File: config.mk
export PLATFORM = sky130hd
export DESIGN_NAME = uart_loader
export DESIGN_NICKNAME = d
export VERILOG_FILES = /design/src/rtl/loader_pkg.sv /design/src/rtl/uart_rx.sv /design/src/rtl/uart_loader.sv
export SDC_FILE = /design/constraint.sdc
export NUM_CORES = 1
export LEC_CHECK = 0
export BUFFER_PORTS_ARGS = -buffer_cell sky130_fd_sc_hd__clkbuf_2
export CORE_ASPECT_RATIO = 0.7
export CORE_UTILIZATION = 50
export DETAILED_ROUTE_END_ITERATION = 12
export GPL_TIMING_DRIVEN = 0
export PLACE_DENSITY = 0.69
export SETUP_SLACK_MARGIN = 0.2
export SLEW_MARGIN = 30
export SYNTH_ARGS = -nofsm -noshare
export SYNTH_HDL_FRONTEND = slang
export SYNTH_HIERARCHICAL = 1
export SYNTH_SLANG_ARGS = --single-unit
File: constraint.sdc
create_clock -name cpuclk -period 2.79 [get_ports cpuclk]
set_input_delay 0.1395 -clock cpuclk [delete_from_list [all_inputs] [get_ports cpuclk]]
set_output_delay 0.1395 -clock cpuclk [all_outputs]
set_load 0.1 [all_outputs]
File: src/rtl/loader_pkg.sv
// Shared types and constants for the UART boot loader and its byte receiver.
package loader_pkg;

   typedef enum logic [2:0] {
      IDLE,
      LEN0,
      LEN1,
      DATA,
      CSUM,
      DONE,
      ERROR
   } loader_state_t;

   typedef enum logic [1:0] {
      RX_IDLE,
      RX_START,
      RX_DATA,
      RX_STOP
   } rx_state_t;

   localparam int LOADER_LEN_BYTES = 2;

endpackage

File: src/rtl/uart_rx.sv
// 8N1 UART byte receiver with input synchronizer; byte_valid/frame_err pulse
// one cycle after the mid-stop-bit sample. No backpressure: each byte is a single pulse.
module uart_rx
   import loader_pkg::*;
#(
   parameter int CLKS_PER_BIT = 16
) (
   input  logic       clk,
   input  logic       rst,
   input  logic       rx,
   output logic       byte_valid,
   output logic [7:0] byte_data,
   output logic       frame_err
);

   localparam int CW = $clog2(CLKS_PER_BIT) + 1;
   localparam logic [CW-1:0] HALF_M1 = CW'(CLKS_PER_BIT / 2 - 1);
   localparam logic [CW-1:0] FULL_M1 = CW'(CLKS_PER_BIT - 1);

   logic          meta_q, sync_q, prev_q;
   rx_state_t     st_q;
   logic [CW-1:0] cnt_q;
   logic [2:0]    bit_q;
   logic [7:0]    shift_q;
   logic          valid_q, ferr_q;

   always_ff @(posedge clk) begin
      if (rst) begin
         meta_q  <= 1'b1;
         sync_q  <= 1'b1;
         prev_q  <= 1'b1;
         st_q    <= RX_IDLE;
         cnt_q   <= '0;
         bit_q   <= '0;
         shift_q <= '0;
         valid_q <= 1'b0;
         ferr_q  <= 1'b0;
      end else begin
         meta_q  <= rx;
         sync_q  <= meta_q;
         prev_q  <= sync_q;
         valid_q <= 1'b0;
         ferr_q  <= 1'b0;
         cnt_q   <= cnt_q + 1'b1;
         case (st_q)
            RX_IDLE: begin
               cnt_q <= '0;
               bit_q <= '0;
               if (prev_q && !sync_q) st_q <= RX_START;
            end
            RX_START: begin
               // A line that is high again at mid start bit was only a glitch.
               if (cnt_q == HALF_M1) begin
                  cnt_q <= '0;
                  st_q  <= sync_q ? RX_IDLE : RX_DATA;
               end
            end
            RX_DATA: begin
               if (cnt_q == FULL_M1) begin
                  cnt_q   <= '0;
                  shift_q <= {sync_q, shift_q[7:1]};
                  bit_q   <= bit_q + 1'b1;
                  if (bit_q == 3'd7) st_q <= RX_STOP;
               end
            end
            RX_STOP: begin
               if (cnt_q == FULL_M1) begin
                  cnt_q <= '0;
                  if (sync_q) valid_q <= 1'b1;
                  else        ferr_q  <= 1'b1;
                  st_q <= RX_IDLE;
               end
            end
            default: st_q <= RX_IDLE;
         endcase
      end
   end

   assign byte_valid = valid_q;
   assign byte_data  = shift_q;
   assign frame_err  = ferr_q;

endmodule

File: src/rtl/uart_loader.sv
// Length-prefixed UART image loader into instruction memory; we one cycle after the 4th byte.
// No backpressure. Optional trailing XOR checksum byte under UART_LOADER_CHECKSUM_EN.
module uart_loader
   import loader_pkg::*;
#(
   parameter int CLK_FREQ = 100_000_000,
   parameter int BAUD     = 115_200,
   parameter int ADDR_W   = 14
) (
   input  logic              cpuclk,
   input  logic              rst,
   input  logic              rx,
   output logic              we,
   output logic [ADDR_W-1:0] waddr,
   output logic [31:0]       wdata,
   output logic              uart_done,
   output logic              err
);

   localparam int CLKS_PER_BIT = CLK_FREQ / BAUD;
   localparam int LEN_W        = 8 * LOADER_LEN_BYTES;
   localparam logic [LEN_W:0] MAX_WORDS = (LEN_W + 1)'(2 ** ADDR_W);

   logic        byte_valid, frame_err;
   logic [7:0]  byte_data;

   uart_rx #(.CLKS_PER_BIT(CLKS_PER_BIT)) u_rx (
      .clk        (cpuclk),
      .rst        (rst),
      .rx         (rx),
      .byte_valid (byte_valid),
      .byte_data  (byte_data),
      .frame_err  (frame_err)
   );

   loader_state_t      st_q;
   logic [7:0]         len_lo_q;
   logic [LEN_W-1:0]   n_q;
   logic [ADDR_W-1:0]  ptr_q;
   logic [1:0]         idx_q;
   logic [23:0]        word_q;
   logic               we_q, done_q, err_q;
   logic [ADDR_W-1:0]  waddr_q;
   logic [31:0]        wdata_q;

   logic [LEN_W-1:0]   n_d;
   logic [LEN_W:0]     ptr_ext;
   logic               last_word;

   assign n_d       = {byte_data, len_lo_q};
   assign ptr_ext   = (LEN_W + 1)'(ptr_q);
   assign last_word = ((ptr_ext + 1'b1) == {1'b0, n_q});

`ifdef UART_LOADER_CHECKSUM_EN
   logic [7:0] csum_q;

   always_ff @(posedge cpuclk) begin
      if (rst)             csum_q <= '0;
      else if (byte_valid) csum_q <= csum_q ^ byte_data;
   end
`endif

   always_ff @(posedge cpuclk) begin
      if (rst) begin
         st_q     <= IDLE;
         len_lo_q <= '0;
         n_q      <= '0;
         ptr_q    <= '0;
         idx_q    <= '0;
         word_q   <= '0;
         we_q     <= 1'b0;
         waddr_q  <= '0;
         wdata_q  <= '0;
         done_q   <= 1'b0;
         err_q    <= 1'b0;
      end else begin
         we_q <= 1'b0;
         case (st_q)
            IDLE: st_q <= LEN0;
            LEN0: begin
               if (byte_valid) begin
                  len_lo_q <= byte_data;
                  st_q     <= LEN1;
               end
            end
            LEN1: begin
               if (byte_valid) begin
                  n_q <= n_d;
                  if ({1'b0, n_d} > MAX_WORDS) begin
                     err_q <= 1'b1;
                     st_q  <= ERROR;
                  end else if (n_d == '0) begin
`ifdef UART_LOADER_CHECKSUM_EN
                     st_q <= CSUM;
`else
                     done_q <= 1'b1;
                     st_q   <= DONE;
`endif
                  end else begin
                     st_q <= DATA;
                  end
               end
            end
            DATA: begin
               if (byte_valid) begin
                  idx_q  <= idx_q + 1'b1;
                  word_q <= {byte_data, word_q[23:8]};
                  if (idx_q == 2'd3) begin
                     we_q    <= 1'b1;
                     waddr_q <= ptr_q;
                     wdata_q <= {byte_data, word_q};
                     ptr_q   <= ptr_q + 1'b1;
`ifdef UART_LOADER_CHECKSUM_EN
                     if (last_word) st_q <= CSUM;
`else
                     if (last_word) st_q <= DONE;
`endif
                  end
               end
            end
`ifdef UART_LOADER_CHECKSUM_EN
            CSUM: begin
               if (byte_valid) begin
                  if (byte_data == csum_q) begin
                     done_q <= 1'b1;
                     st_q   <= DONE;
                  end else begin
                     err_q <= 1'b1;
                     st_q  <= ERROR;
                  end
               end
            end
`endif
            DONE:    done_q <= 1'b1;
            ERROR:   st_q   <= ERROR;
            default: st_q   <= ERROR;
         endcase
         // A framing error anywhere before completion is terminal.
         if (frame_err && (st_q != DONE) && (st_q != ERROR)) begin
            err_q <= 1'b1;
            st_q  <= ERROR;
         end
      end
   end

   assign we        = we_q;
   assign waddr     = waddr_q;
   assign wdata     = wdata_q;
   assign uart_done = done_q;
   assign err       = err_q;

endmodule

; ---- Word-level counts from Yosys, hierarchy flattened
; Index checks and enable logic that the tools add are counted.
[classes]
n_div = 0
n_lt_le_gt_ge = 1
multipliers = 0
muxes = 32
n_reduce_logical = 27
n_eq_ne = 32
n_addsub = 5
shift = 0
bitwise_logic = 5
[ops]
columns = op, n
row1 = $pmux 11 s3, 1
row2 = $mux 3, 9
row3 = $mux 11, 2
row4 = $eq 15x16->1, 1
row5 = $gt 16x15->1 const B, 1
row6 = $logic_not 16->1, 1
row7 = $ne 2x1->1 const B, 8
row8 = $add 14x1->15 const B, 1
row9 = $pmux 3 s5, 1
row10 = $add 14x1->14 const B, 1
row11 = $mux 2, 6
row12 = $ne 3x3->1 const B, 4
row13 = $reduce_and 6->1, 2
row14 = $add 11x1->11 const B, 1
row15 = $eq 11x10->1 const B, 1
row16 = $eq 11x9->1 const B, 1
row17 = $mux 1, 10
row18 = $ne 2x2->1 const B, 5
row19 = $reduce_and 2->1, 5
row20 = $reduce_bool 2->1, 5
row21 = $ne 3x2->1 const B, 3
row22 = $pmux 2 s4, 1
row23 = $eq 2x2->1 const B, 3
row24 = $eq 3x2->1 const B, 2
row25 = other kinds (17), 27
[word_totals]
in_bits = 3
latchBits = 0
wordCells = 123
ff_bits = 145
mem_bits_ro = 0
n_memories = 0
out_inout_bits = 49
ramBits = 0

; ---- Logic depth before layout (Yosys ltp)
[depth]
ltp_word = 7
ltp_mapped = 8
ltp_nobuf = 7

; ---- Modules after synthesis
; Netlist, hierarchy kept.
[modules_own_cells]
columns = mod, seq_area_each_um2, area_each_um2, instances, cells_each
row1 = uart_loader, 2322.2, 4698.3, 1, 601
row2 = uart_rx, 580.6, 1267.5, 1, 133

; ---- Worst setup path after synthesis
; No wires, ideal clock.
[synth_path]
path_kind = register to register
start = register ptr_q[1]
end = register st_q[1] (netlist name)
setup_ps = 115
synth_period_minus_slack_ps = 2018
slack_ps = 772
required_time_ps = 2675
stages_incl_launch_ff = 8
n_path_buf = 0
arrival_ps = 1903
path_cell_list = dfxtp_1 ha_1 nand3_1 nor4_1 xor2_1 a2111oi_2 a31oi_1 o21a_1
[synth_lines]
columns = element, line_no
row1 = from (decl), uart_loader.sv:39  ; logic [ADDR_W-1:0] ptr_q;
row2 = from (signal assigned), uart_loader.sv:112  ; ptr_q <= ptr_q + 1'b1;

==> out/metrics.yaml <==
clocking:
  cts_buffers: 17
  clockRootBuffer: "clkbuf_16"
  cts_max_path_buffers: 2
  cts_max_level: 4
  cts_tree: "yes"
  worstSkewPairLatency_ns: 0.42
  clkSinkCount: 145
  path_clk_slew_ns: 0.06
  cts_setup_buffers: 0
critical_path:
  cp.arrival_ns: 2.73
  crit_path_start_kind: "flip-flop"
  endpoint_kind: "flip-flop"
  critPathRequiredTime_ns: 3.10
  worst-setup-path-type: "reg -> reg"
  crit_fanout: 9
placement:
  gp_congestion: 0.915
  io_buffers: 50
  place_hpwl_um: 10400
routing:
  wire_per_inst_um: 15.3
  dr.pass1.iters: 6
  ant_nets: 0
  viasPerCell: 5.45
  dr_total_vias: 5294
  drtIter0Drc: 554
  wirelength_um: 14800
  drc: 0
timing:
  grt_setup_unrepaired: "no"
  tns_ns: 0
  slew_headroom_pct: 50.6
  fin_worst_skew_ns: 0.00647
  fmax_mhz: 413
  hold_viol: 0
  slew_viol_final: 0
  setup-violations-final: 0
  worst_pin_slew_ns: 0.736
  finalCriticalPeriod_ns: 2.42
  finalCritPeriodShare_pct: 86.8
  timing.hold.ws_ns: 0.419
floorplanning:
  row_count: 32
  core-area_um2: 11300
  die_h_um: 93.4
  dieWidth_um: 133
  io_pins: 52
  initial_core_util_pct: 52.8
  dieArea_um2: 12400
worst_hold_path:
  hold_path.class: "in -> reg"
global_route:
  grt_pass1_wl_um: 24000
  grt_pass1_vias: 4888
  grt_usage_pct: 25.0
  antenna_found_initial: 0
  overflow: 0
  grt_max_degree: 17
cells_and_area:
  syn2layout_area_growth_pct: 17.4
  drive_gt1_share_pct: 12.8
  diodes: 0
  layout.nets: 815
synth:
  synth_warnings: 6
  synth.avg_cell_area_um2: 8.13
  synth_area_um2: 5970
  synthTopCellsByArea: "dfxtp_1 (49%), nand2_1 (13%), a21oi_1 (8.6%)"
  ys_ff_latch: 145
  synth_top_area_share_pct: 48.7
  ys_seq_area_share_pct: 48.7
  synthCells: 734
  synth_flop_cell: "dfxtp_1"
  syn_nets: 743
  synth_edf_count: 0
  yosysTopAreaCell: "dfxtp_1"
  ys_types: 60
  async_flop_share_pct: 0
power_and_ir_drop:
  p_sw_uw: 1080
  swShare_pct: 23.5
  leakage_uw: 0.00241
  p_comb_share_pct: 6.1
  p_int_uw: 3510
  clkPwrFrac_pct: 47.7
  pwr-share-seq_pct: 46.2
  vdd.ir_drop.worst_mv: 0.504
  p_per_area_nw_per_um2: 655
job:
  max_cap_viol_count: 0
status:
  status: "finished, final reports clean"
kinds of logic after synthesis:
| logic type | Yosys count | share of synthesized area [%] |
|---|---|---|
| adder cells (fa/ha/maj) | 6 | 1.26 |
| buffers and inverters | 51 | 3.96 |
| AO/OA/AOI/OAI | 143 | 13.6 |
| AND/OR/NAND/NOR | 338 | 24.9 |
| multiplexers | 10 | 1.68 |
| flip-flops | 145 | 48.7 |
| XOR/XNOR | 41 | 6.02 |
through the flow:
step	setup WS, ns	total power [uW]	instance area [um^2]	std cells	util [%]
global placement	0.380	2420	6410	937	56.7
finish	0.367	4590	7000	971	62.0
floorplan	0.772	2360	5970	734	-
detailed placement	0.354	2430	6410	937	56.7
CTS	0.316	4600	7000	971	62.0
global route	0.296	4720	7000	971	62.0
area by class of cell:
class	instances	area, um^2
plain buffers	45	214
multi-input cells	538	2830
fillers	1006	4290
inverters	6	22.5
clock buffers	20	447
flip-flops and latches	145	2900
clock inverters	11	115
repair buffers	53	280
well taps	153	191
timing repair:
item                                   CTS  global route
setup endpoints to repair                0             1
hold buffers                             3             0
gates resized for setup                  0             1
endpoints found under the hold margin    6             0
placed cells by master, fill, tap and decap left out, types with 8 or more instances in the layout:
cell type,instances
nor2_1,56
clkbuf_1,33
mux2i_1,10
o21ai_0,9
nand2_1,207
nand2b_1,8
a21oi_1,103
nor3_1,12
nand3_1,9
buf_2,8
clkbuf_2,51
xnor2_1,30
xor2_1,11
clkbuf_16,17
dfxtp_1,145
Yosys cell counts, types with 2 or more instances:
cell type,n
a21oi_1,103
a221oi_1,2
a22oi_1,2
a31oi_1,5
and2_1,3
and3_1,2
buf_2,8
buf_6,2
clkbuf_1,31
dfxtp_1,145
ha_1,6
inv_1,6
mux2i_1,10
nand2_1,207
nand2b_1,8
nand3_1,10
nand4_1,6
nand4b_1,2
nor2_1,56
nor2b_1,6
nor3_1,12
nor3b_1,3
nor4_1,6
o211ai_1,3
o21a_1,2
o21ai_0,9
o22ai_1,2
or2_2,3
or3_1,4
xnor2_1,30
xor2_1,11
routing by layer:
metal	GRT usage, %	part of all wire (%)
met5	0	0
met4	8.62	1.2
met3	5.80	5.9
met1	34.0	49
met2	38.9	44
power by group through the flow:
stage | Clock (uW) | Sequential, uW | Combinational [uW]
3_5_place_dp | 0 | 2170 | 266
4_1_cts | 2210 | 2120 | 271
6_report | 2190 | 2120 | 279
3_3_place_gp | 0 | 2160 | 259
5_1_grt | 2290 | 2120 | 299
2_1_floorplan | 0 | 2170 | 188
path summary, 6_finish.rpt:
kind / start / end / slack (ns) / depth (start not counted)
min: rst / st_q[0] / 0.42 / 4
min reg2reg: u_rx/meta_q / u_rx/sync_q / 0.43 / 1
max: ptr_q[1] / st_q[1] / 0.37 / 7
max reg2reg: ptr_q[1] / st_q[1] / 0.37 / 7
flip-flops by register name, summed over array words and instances, names as in the netlist, 3 cells and up, named ones only:
| name | flops |
|---|---|
| wdata | 32 |
| word_q | 24 |
| n_q | 16 |
| ptr_q | 14 |
| waddr | 14 |
| u_rx/cnt_q | 11 |
| len_lo_q | 8 |
| u_rx/byte_data | 8 |
| st_q | 3 |
| u_rx/bit_q | 3 |
critical path, cell delays in order (launching register included):
cell and delay (ns):
dfxtp_1 0.47, ha_1 0.28, nand3_2 0.20, nor4_1 0.37, xor2_1 0.13, a2111oi_2 0.42, a31oi_1 0.21, o21a_1 0.22
(Power assumes the default switching activity.)
